[config.mk]
export PLATFORM = sky130hd
export DESIGN_NAME = input_request_port
export DESIGN_NICKNAME = d
export VERILOG_FILES = /design/src/rtl/router_pkg.sv /design/src/rtl/sync_fifo.sv /design/src/rtl/input_request_port.sv
export SDC_FILE = /design/constraint.sdc
export NUM_CORES = 1
export LEC_CHECK = 0
export BUFFER_PORTS_ARGS = -buffer_cell sky130_fd_sc_hd__buf_2
export CAP_MARGIN = 20
export CORE_UTILIZATION = 55
export DETAILED_ROUTE_END_ITERATION = 6
export GPL_ROUTABILITY_DRIVEN = 0
export PLACE_DENSITY = 0.87
export REMOVE_ABC_BUFFERS = 1
export SLEW_MARGIN = 20
export SYNTH_ARGS = -nofsm -noshare
export SYNTH_HDL_FRONTEND = slang
export SYNTH_SLANG_ARGS = --single-unit
[constraint.sdc]
create_clock -name clk -period 2.55 [get_ports clk]
set_input_delay 0 -clock clk [delete_from_list [all_inputs] [get_ports clk]]
set_output_delay 0 -clock clk [all_outputs]
set_load 0.01 [all_outputs]
[src/rtl/router_pkg.sv]
// router_pkg: shared definitions for the router input-port logic.
//   PORTS / DEST_W      : number of output ports and width of the destination field
//   DEST_LSB / DEST_MSB : where the destination sits inside a flit
//   state_t             : requester FSM states
//   onehot()            : destination index -> one-hot request vector
package router_pkg;

  localparam int PORTS    = 4;
  localparam int DEST_W   = 2;
  localparam int DEST_LSB = 0;
  localparam int DEST_MSB = DEST_LSB + DEST_W - 1;

  typedef enum logic [1:0] {
    IDLE = 2'd0,
    REQ  = 2'd1,
    SEND = 2'd2
  } state_t;

  function automatic logic [PORTS-1:0] onehot(input logic [DEST_W-1:0] dest);
    onehot       = '0;
    onehot[dest] = 1'b1;
  endfunction

endpackage

[src/rtl/sync_fifo.sv]
// sync_fifo: single-clock circular FIFO.
//   clk, rst_n : clock, asynchronous active-low reset (pointers/count only)
//   push, pop  : write/read strobes; push when full and pop when empty are ignored
//   din        : write data
//   head       : entry at the read pointer (valid when !empty)
//   next_head  : the entry that will be at the head after this cycle's push/pop
//   count      : occupancy, $clog2(DEPTH)+1 bits
//   full/empty : occupancy flags
module sync_fifo #(
  parameter int DATA_W = 32,
  parameter int DEPTH  = 4
) (
  input  logic                       clk,
  input  logic                       rst_n,
  input  logic                       push,
  input  logic                       pop,
  input  logic [DATA_W-1:0]          din,
  output logic [DATA_W-1:0]          head,
  output logic [DATA_W-1:0]          next_head,
  output logic [$clog2(DEPTH):0]     count,
  output logic                       full,
  output logic                       empty
);

  localparam int AW = $clog2(DEPTH);
  localparam int CW = AW + 1;

  logic [DATA_W-1:0] mem [DEPTH];
  logic [AW-1:0]     wr_ptr;
  logic [AW-1:0]     rd_ptr;
  logic [CW-1:0]     count_q;
  logic              push_ok;
  logic              pop_ok;
  logic [AW-1:0]     rd_adv;
  logic [CW-1:0]     remain;

  assign push_ok = push && !full;
  assign pop_ok  = pop && !empty;

  assign count = count_q;
  assign full  = (count_q == CW'(DEPTH));
  assign empty = (count_q == '0);
  assign head  = mem[rd_ptr];

  // Lookahead lets the requester register req for the flit that will be at
  // the head next cycle, including a flit being pushed into an emptying FIFO.
  assign rd_adv    = rd_ptr + AW'(pop_ok);
  assign remain    = count_q - CW'(pop_ok);
  assign next_head = (remain != '0) ? mem[rd_adv] : din;

  // NOTE: sequential state uses non-blocking assignments so every register
  // samples the pre-edge values regardless of statement order.
  always_ff @(posedge clk or negedge rst_n) begin
    if (!rst_n) begin
      wr_ptr  <= '0;
      rd_ptr  <= '0;
      count_q <= '0;
    end else begin
      if (push_ok) wr_ptr <= wr_ptr + AW'(1);
      if (pop_ok)  rd_ptr <= rd_ptr + AW'(1);
      count_q <= count_q + CW'(push_ok) - CW'(pop_ok);
    end
  end

  // NOTE: the storage array has no reset; emptiness is tracked by count, so
  // stale contents are never observed and the array can map to plain RAM.
  always_ff @(posedge clk) begin
    if (push_ok) mem[wr_ptr] <= din;
  end

endmodule

[src/rtl/input_request_port.sv]
// input_request_port: requester side of output-port arbitration for one
// router input port. Buffers single-flit packets, raises a one-hot request
// toward the destination arbiter, forwards the flit once granted.
//   clk, rst_n : clock, asynchronous active-low reset
//   in_valid   : upstream flit valid
//   in_ready   : FIFO has room (count < DEPTH)
//   in_data    : upstream flit, bits [1:0] = destination port
//   req        : registered one-hot request, bit k -> output-port-k arbiter
//   grant      : grant bits from the arbiters
//   out_valid  : registered one-cycle strobe for the forwarded flit
//   out_data   : registered forwarded flit
//   starve     : high while waiting in REQ for STARVE_LIMIT cycles or more
//   grant_err  : one-cycle pulse after any grant bit outside req
module input_request_port
  import router_pkg::*;
#(
  parameter int DATA_W       = 32,
  parameter int DEPTH        = 4,
  parameter int STARVE_LIMIT = 15
) (
  input  logic              clk,
  input  logic              rst_n,
  input  logic              in_valid,
  output logic              in_ready,
  input  logic [DATA_W-1:0] in_data,
  output logic [PORTS-1:0]  req,
  input  logic [PORTS-1:0]  grant,
  output logic              out_valid,
  output logic [DATA_W-1:0] out_data,
  output logic              starve,
  output logic              grant_err
);

  localparam int CW     = $clog2(DEPTH) + 1;
  localparam int WAIT_W = $clog2(STARVE_LIMIT + 1) + 1;
  localparam logic [WAIT_W-1:0] WAIT_MAX = '1;

  state_t            state;
  state_t            state_next;
  logic              push;
  logic              pop;
  logic              match;
  logic [DATA_W-1:0] head;
  logic [DATA_W-1:0] next_head;
  logic [CW-1:0]     count;
  logic              full;
  logic              empty;
  logic [WAIT_W-1:0] wait_cnt;
  logic [WAIT_W-1:0] wait_d;
  logic [PORTS-1:0]  req_d;
  logic              out_valid_d;
  logic              starve_d;
  logic              grant_err_d;
  logic              unused_next_head;

  assign in_ready = !full;
  assign push     = in_valid && in_ready;
  assign pop      = (state == SEND);
  assign match    = |(grant & req);

  // Only the destination field of the lookahead head is needed here; the
  // payload is taken from the current head when entering SEND.
  assign unused_next_head = ^next_head[DATA_W-1:DEST_MSB+1];

  sync_fifo #(
    .DATA_W (DATA_W),
    .DEPTH  (DEPTH)
  ) u_fifo (
    .clk       (clk),
    .rst_n     (rst_n),
    .push      (push),
    .pop       (pop),
    .din       (in_data),
    .head      (head),
    .next_head (next_head),
    .count     (count),
    .full      (full),
    .empty     (empty)
  );

  // State register
  always_ff @(posedge clk or negedge rst_n) begin
    if (!rst_n) state <= IDLE;
    else        state <= state_next;
  end

  // Next-state logic. IDLE looks at the incoming push so req appears the
  // cycle after a push into an empty FIFO.
  // NOTE: every combinational output gets a default first so no path leaves
  // it unassigned, which would otherwise infer a latch.
  always_comb begin
    state_next = state;
    unique case (state)
      IDLE: if (!empty || push) state_next = REQ;
      REQ:  if (match)          state_next = SEND;
      SEND: state_next = ((count > CW'(1)) || push) ? REQ : IDLE;
      default: state_next = IDLE;
    endcase
  end

  // Output logic: next values of the registered outputs and wait counter.
  // The counter restarts on every entry to REQ because the prior state was
  // not REQ; it only counts REQ cycles that did not see a matching grant.
  always_comb begin
    req_d       = '0;
    out_valid_d = 1'b0;
    wait_d      = '0;
    if (state_next == REQ) req_d = onehot(next_head[DEST_MSB:DEST_LSB]);
    if (state_next == SEND) out_valid_d = 1'b1;
    if (state == REQ && !match)
      wait_d = (wait_cnt == WAIT_MAX) ? wait_cnt : wait_cnt + WAIT_W'(1);
    starve_d    = (state_next == REQ) && (wait_d >= WAIT_W'(STARVE_LIMIT));
    grant_err_d = |(grant & ~req);
  end

  always_ff @(posedge clk or negedge rst_n) begin
    if (!rst_n) begin
      req       <= '0;
      out_valid <= 1'b0;
      out_data  <= '0;
      wait_cnt  <= '0;
      starve    <= 1'b0;
      grant_err <= 1'b0;
    end else begin
      req       <= req_d;
      out_valid <= out_valid_d;
      if (out_valid_d) out_data <= head;
      wait_cnt  <= wait_d;
      starve    <= starve_d;
      grant_err <= grant_err_d;
    end
  end

endmodule

### Word level (Yosys, flattened, before mapping)

Memories as Yosys holds them, arrays and structs flattened. A register that Yosys moved wholly into a read port is not among the register bits.
Cells that the tools add are included.

| storage, ports and cells | value |
|---|---|
| register bits | 21 |
| bits in latches | 0 |
| RAM bits | 128 |
| ROM bits | 0 |
| input port bits | 39 |
| output and inout bits | 40 |
| logic and storage cells | 60 |
| memories kept | 1 |

Memory list:

| memory | words | width | read ports | clocked after memory_dff | write ports | RTL line | source |
|---|---|---|---|---|---|---|---|
| u_fifo.mem | 4 | 32 | 2 | 1 | 1 | sync_fifo.sv:28 | `logic [DATA_W-1:0] mem [DEPTH];` |

| cells by class | value |
|---|---|
| $add $sub $neg | 7 |
| multiply operators | 0 |
| div/mod/pow operators | 0 |
| order comparisons | 4 |
| equal/unequal tests | 6 |
| shifts and indexed selects | 0 |
| mux-type cells | 13 |
| bitwise logic cells | 3 |
| reduce and logical (&&, ||, !) cells | 17 |

Operators with widths:

| operator | count |
|---|---|
| two-way mux 5 bit | 2 |
| bitwise AND 4 bit | 2 |
| OR reduction 4 bit | 2 |
| logical AND 1 bit | 6 |
| two-way mux 2 bit | 3 |
| one-hot mux 2 bit (3 select lines) | 1 |
| subtractor 3 x 1 -> 3 bit | 2 |
| adder 5 x 1 -> 5 bit (second input constant) | 1 |
| == test 5 bit (second input constant) | 1 |
| greater-or-equal comparator 5 x 4 -> 1 bit (second input constant) | 1 |
| two-way mux 1 bit | 5 |
| adder 2 x 1 -> 2 bit (second input constant) | 2 |
| == test 2 x 1 -> 1 bit (second input constant) | 2 |
| == test 2 bit (second input constant) | 2 |
| zero test 1 bit | 4 |
| two-way mux 4 bit | 1 |
| inverter 4 bit | 1 |
| adder 3 x 1 -> 3 bit | 1 |
| == test 3 bit (second input constant) | 1 |
| > comparator 3 x 1 -> 1 bit (second input constant) | 1 |
| zero test 3 bit | 1 |
| < comparator 2 x 3 -> 1 bit (second input constant) | 1 |
| nonzero test 3 bit | 1 |
| adder 2 x 1 -> 2 bit | 1 |
| other kinds (4) | 5 |

### Depth between registers and ports, before layout

| logic depth | value |
|---|---|
| depth in word-level cells | 11 |
| mapped depth | 8 |
| gate-level depth less buffers | 7 |

### Cells and area by module

A second synthesis with hierarchy kept.

| second synthesis, totals | value |
|---|---|
| cells, all modules | 411 |
| area total of the unflattened synthesis | 8257.9 um^2 |

Modules (own cells, without submodules):

| module | times used | cells an instance | area an instance (um^2) | sequential area each (um^2) |
|---|---|---|---|---|
| sync_fifo | 1 | 283 | 6407.4 | 4018.9 |
| input_request_port | 1 | 128 | 1850.5 | 1151.1 |

### Worst setup path after synthesis

Ideal clock, no wire load.

| path | value |
|---|---|
| kind | reg-to-reg |
| from | register u_fifo.count_q[2] (netlist: u_fifo.count[2]) |
| to | register req[0] |
| setup time | 0.101 ns |
| arrival | 2.237 ns |
| data required time | 2.449 ns |
| setup slack | 0.213 ns |
| cell stages (with the launch flop) | 8 |
| buffers on the path | 1 |
| period minus slack after synthesis | 2.337 ns |
| cells stage by stage | dfrtp_1 -> buf_2 -> nor3_1 -> nor3b_1 -> ha_1 -> mux4_1 -> mux2_4 -> nor4_1 |

| between the ends | value |
|---|---|
| longest elaborated chain between the ends | 11 |
| elaborated cells between the ends (all ways) | 24 |
| classes of those cells | add/sub (2); order compare (3); eq/ne (2); mux (7); reduce/logical (9); memory (1) |

RTL lines:

| item | RTL line | source |
|---|---|---|
| from (decl) | sync_fifo.sv:31 | `logic [CW-1:0] count_q;` |
| from (signal assigned) | sync_fifo.sv:61 | `count_q <= count_q + CW'(push_ok) - CW'(pop_ok);` |
| zero test 3 bit | sync_fifo.sv:42 | `assign empty = (count_q == '0);` |
| zero test 1 bit | sync_fifo.sv:38, input_request_port.sv:94 |  |
| logical AND 1 bit | sync_fifo.sv:38 | `assign pop_ok = pop && !empty;` |
| adder 2 x 1 -> 2 bit or subtractor 3 x 1 -> 3 bit (tied branches) | sync_fifo.sv:47, sync_fifo.sv:48 |  |
| memory (4 x 32 bit) or nonzero test 3 bit (tied branches) | - |  |
| two-way mux 2 bit | sync_fifo.sv:49 | `assign next_head = (remain != '0) ? mem[rd_adv] : din;` |
| < comparator 2 x 3 -> 1 bit (not written as such) or greater-or-equal comparator 2 x 1 -> 1 bit (tied branches) | router_pkg.sv:21 | `onehot[dest] = 1'b1;` |
| logical AND 1 bit (not written as such) | router_pkg.sv:21 |  |
| two-way mux 1 bit (not written as such) | router_pkg.sv:21 |  |
| demux 1 bit (select 2 bit) | router_pkg.sv:21 |  |
| two-way mux 4 bit (*) | input_request_port.sv:108 | `if (state_next == REQ) req_d = onehot(next_head[DEST_MSB:DEST_LSB]);` |
| via req_d[0] | input_request_port.sv:50 | `logic [PORTS-1:0] req_d;` |
| to (signal assigned) | input_request_port.sv:125 | `req <= req_d;` |
| to (decl) | input_request_port.sv:26 | `output logic [PORTS-1:0] req,` |

The timed path passes the listed nets; every way through them passes the cells marked *.
A chain may end at the register's enable or synchronous reset.

### Worst setup path after layout

Same ends and word-level chain as after synthesis.

==> results.json <==
{
  "peakVddDrop_mv": 0.818,
  "criticalPathCategory": "reg -> reg",
  "yosys.area_share.simple_pct": 2.08,
  "clk_path_buf_depth": 2,
  "cts_tree": "done",
  "area_growth_pct": 23.9,
  "start_util_pct": 57.2,
  "hp-start": "grant[1]",
  "dp_hpwl_mm": 7.74,
  "synth_top_family_by_area": "multiplexers",
  "crit_path_max_incr_delay_ns": 0.60,
  "finalCritPeriodShare_pct": 93.3,
  "yosys_register_bits": 181,
  "max_slew_margin_pct": 35.9,
  "syn_area_um2": 6990,
  "drtAntennaViolNets": 0,
  "cts_made_buffers": 17,
  "rsz0062_at_grt": "no",
  "maxCapViolCount": 0,
  "final_cell_mix": "edfxtp_1 (128), buf_2 (78), dfrtp_1 (51)",
  "layout_commonest_cell": "edfxtp_1",
  "worst_slew_pin_slew_ns": 0.962,
  "setup_violations": 0,
  "ioPinCount": 79,
  "first_pass_iters": 4,
  "hold_viol_final": 0,
  "timing.hold.ws_ns": 0.0456,
  "cpMaxStageDelayCell": "mux4_1",
  "finalCoreUtilization_pct": 70.9,
  "setup_slack_ns": 0.172,
  "cp_top_family": "multiplexers",
  "post-cts-setup-buffers": 0,
  "fin_skew_ns": 0.00981,
  "overflow": 0,
  "synth_xor_area_share_pct": 1.00,
  "route.detailed.drc": 0,
  "p_leak_uw": 0.00328,
  "setup.worst_path.start_class": "flop",
  "cp-end-kind": "flop",
  "clock.fmax_mhz": 421,
  "post_drt_wl_per_cell_um": 20.1,
  "die_area_um2": 13200,
  "status": "finished, final reports clean",
  "fp.coreArea_um2": 12200,
  "cts.clk_slew.worst_paths_ns": 0.06,
  "finalWirelength_mm": 13.1,
  "insertion_delay_ns": 0.42,
  "p_total_uw": 10200,
  "cp.arrival_ns": 2.69,
  "cp.buffers_inverters": 0,
  "io_buffer_count": 78,
  "drt_iter0_drc": 245,
  "num-fill-cells": 777,
  "clock-sinks": 181,
  "p_per_area_nw_per_um2": 1180,
  "critPathRequiredTime_ns": 2.86,
  "synth-seq-area-share_pct": 74.0,
  "synth-compound-area-share_pct": 1.77,
  "hp-class": "in -> reg",
  "track_usage_pct": 21.8,
  "drt-vias-per-instance": 5.65,
  "grt_pass1_wl_mm": 20.5,
  "rows": 40,
  "synth_cell_types": 37,
  "crit_chain": "nor3_2 -> nor3b_1 -> ha_1 -> mux4_1 -> mux2_4 -> nor4_1",
  "cp-startpoint": "u_fifo.count[2]",
  "drive_gt1_share_pct": 38.7,
  "yosys_warnings": 0,
  "syn_inst": 342,
  "routed-via-count": 3693,
  "htreeDepth": 4,
  "reg2reg_slack_ns": 0.17,
  "cts_root_buffer": "clkbuf_16",
  "first_global_vias": 3990,
  "grt_max_degree": 39,
  "nets": 525,
  "finalMaxSlewViolations": 0,
  "crit_fanout": 7,
  "synth_mux_area_share_pct": 17.0,
  "antennaDiodeCount": 0,
  "dp.cells": 586,
  "synthAdderAreaFrac_pct": 2.26,
  "min_period_ns": 2.38,
  "stdcell_count": 654,
  "die_h_um": 115,
  "die_w_um": 115,
  "r2r-start": "u_fifo.count[2]",
  "place_ws_ns": 0.110,
  "avgSynthCellArea_um2": 20.4,
  "antenna_found_initial": 0
}
[timing repair]
| item | 4_1_cts | 5_1_grt |
|---|---|---|
| gates resized for setup | 0 | 1 |
| hold buffers | 37 | 0 |
| endpoints found under the setup margin | 0 | 2 |
| hold endpoints to repair | 170 | 0 |
[cell families (layout without fill, tap and decap cells)]
family	count (synthesis)	count (layout)
mux	71	71
fa+ha+maj	12	12
xor+xnor	8	8
compound gates	18	18
flops	181	181
buf+inv	25	169
simple gates	27	27
[routing by layer]
layer | track usage (%) | share of wire [%] | vias up
met5 | 0 | 0 | -
met4 | 9.26 | 1.7 | 0
met3 | 6.30 | 5.4 | 23
met2 | 37.3 | 53 | 141
met1 | 26.1 | 40 | 1909
li1 | - | - | 1620
[tightest hold or removal path: cells and delay by family]
| family | cells | cell delay, ns |
|---|---|---|
| buf+inv | 1 | 0.10 |
| compound gates | 2 | 0.32 |
[area by class of cell]
type                       count  area [um^2]  area share (%)
multi-input combinational    136         1700            19.7
clock inverter                11          183            2.11
timing repair buffer         125          898            10.4
clock buffer                  20          437            5.05
tap                          168          210            2.43
inverter                      13         48.8           0.564
sequential                   181         5170            59.8
[metrics by stage]
step | area [um^2] | TNS (ns)
after floorplan | 6910 | -1.29
after global placement | 7660 | 0
after detailed placement | 7660 | 0
after CTS | 8650 | 0
after global routing | 8650 | 0
final | 8650 | 0
[state kept, by name, summed over array words and instances (netlist names), 2 cells and up]
signal         cells
u_fifo.mem       128
u_fifo.count       3
u_fifo.wr_ptr      2
state              2
u_fifo.rd_ptr      2
wait_cnt           5
req                4
out_data          32
[worst paths after layout]
check	to	depth (start not counted)
max in group asynchronous	out_data[22]	3
setup reg to reg	req[0]	6
hold reg to reg	out_data[22]	1
setup / recovery	req[0]	6
min in group asynchronous	req[3]	2
hold / removal	out_valid	3
[report_power, final]
group / internal [uW] / switching, uW / total [uW]
clock network: 1720 / 1020 / 2740
registers: 4010 / 415 / 4420
logic: 1570 / 1500 / 3080
[synthesized netlist by cell type (all sizes together)]
cell type,instances,area share [%]
nor2,6,0.32
mux2,34,5.5
fa,1,0.29
a22oi,3,0.32
o221ai,1,0.13
a211oi,1,0.11
ha,11,2.0
nor4b,1,0.13
a21o,1,0.11
mux2i,3,0.43
dfrtp,53,19
mux4,34,11
nor3,2,0.14
nand2b,1,0.090
nor3b,1,0.11
and2,4,0.36
edfxtp,128,55
a21oi,5,0.41
clkbuf,2,0.11
o41a,1,0.16
xor2,2,0.25
nand4b,1,0.13
a31oi,4,0.36
inv,13,0.70
o21ai,1,0.072
nor4,4,0.36
buf,10,1.1
nand2,4,0.21
nand4,1,0.090
nand3,2,0.14
xnor2,6,0.75
a21boi,1,0.11
Power figures use the tool's default switching activity.
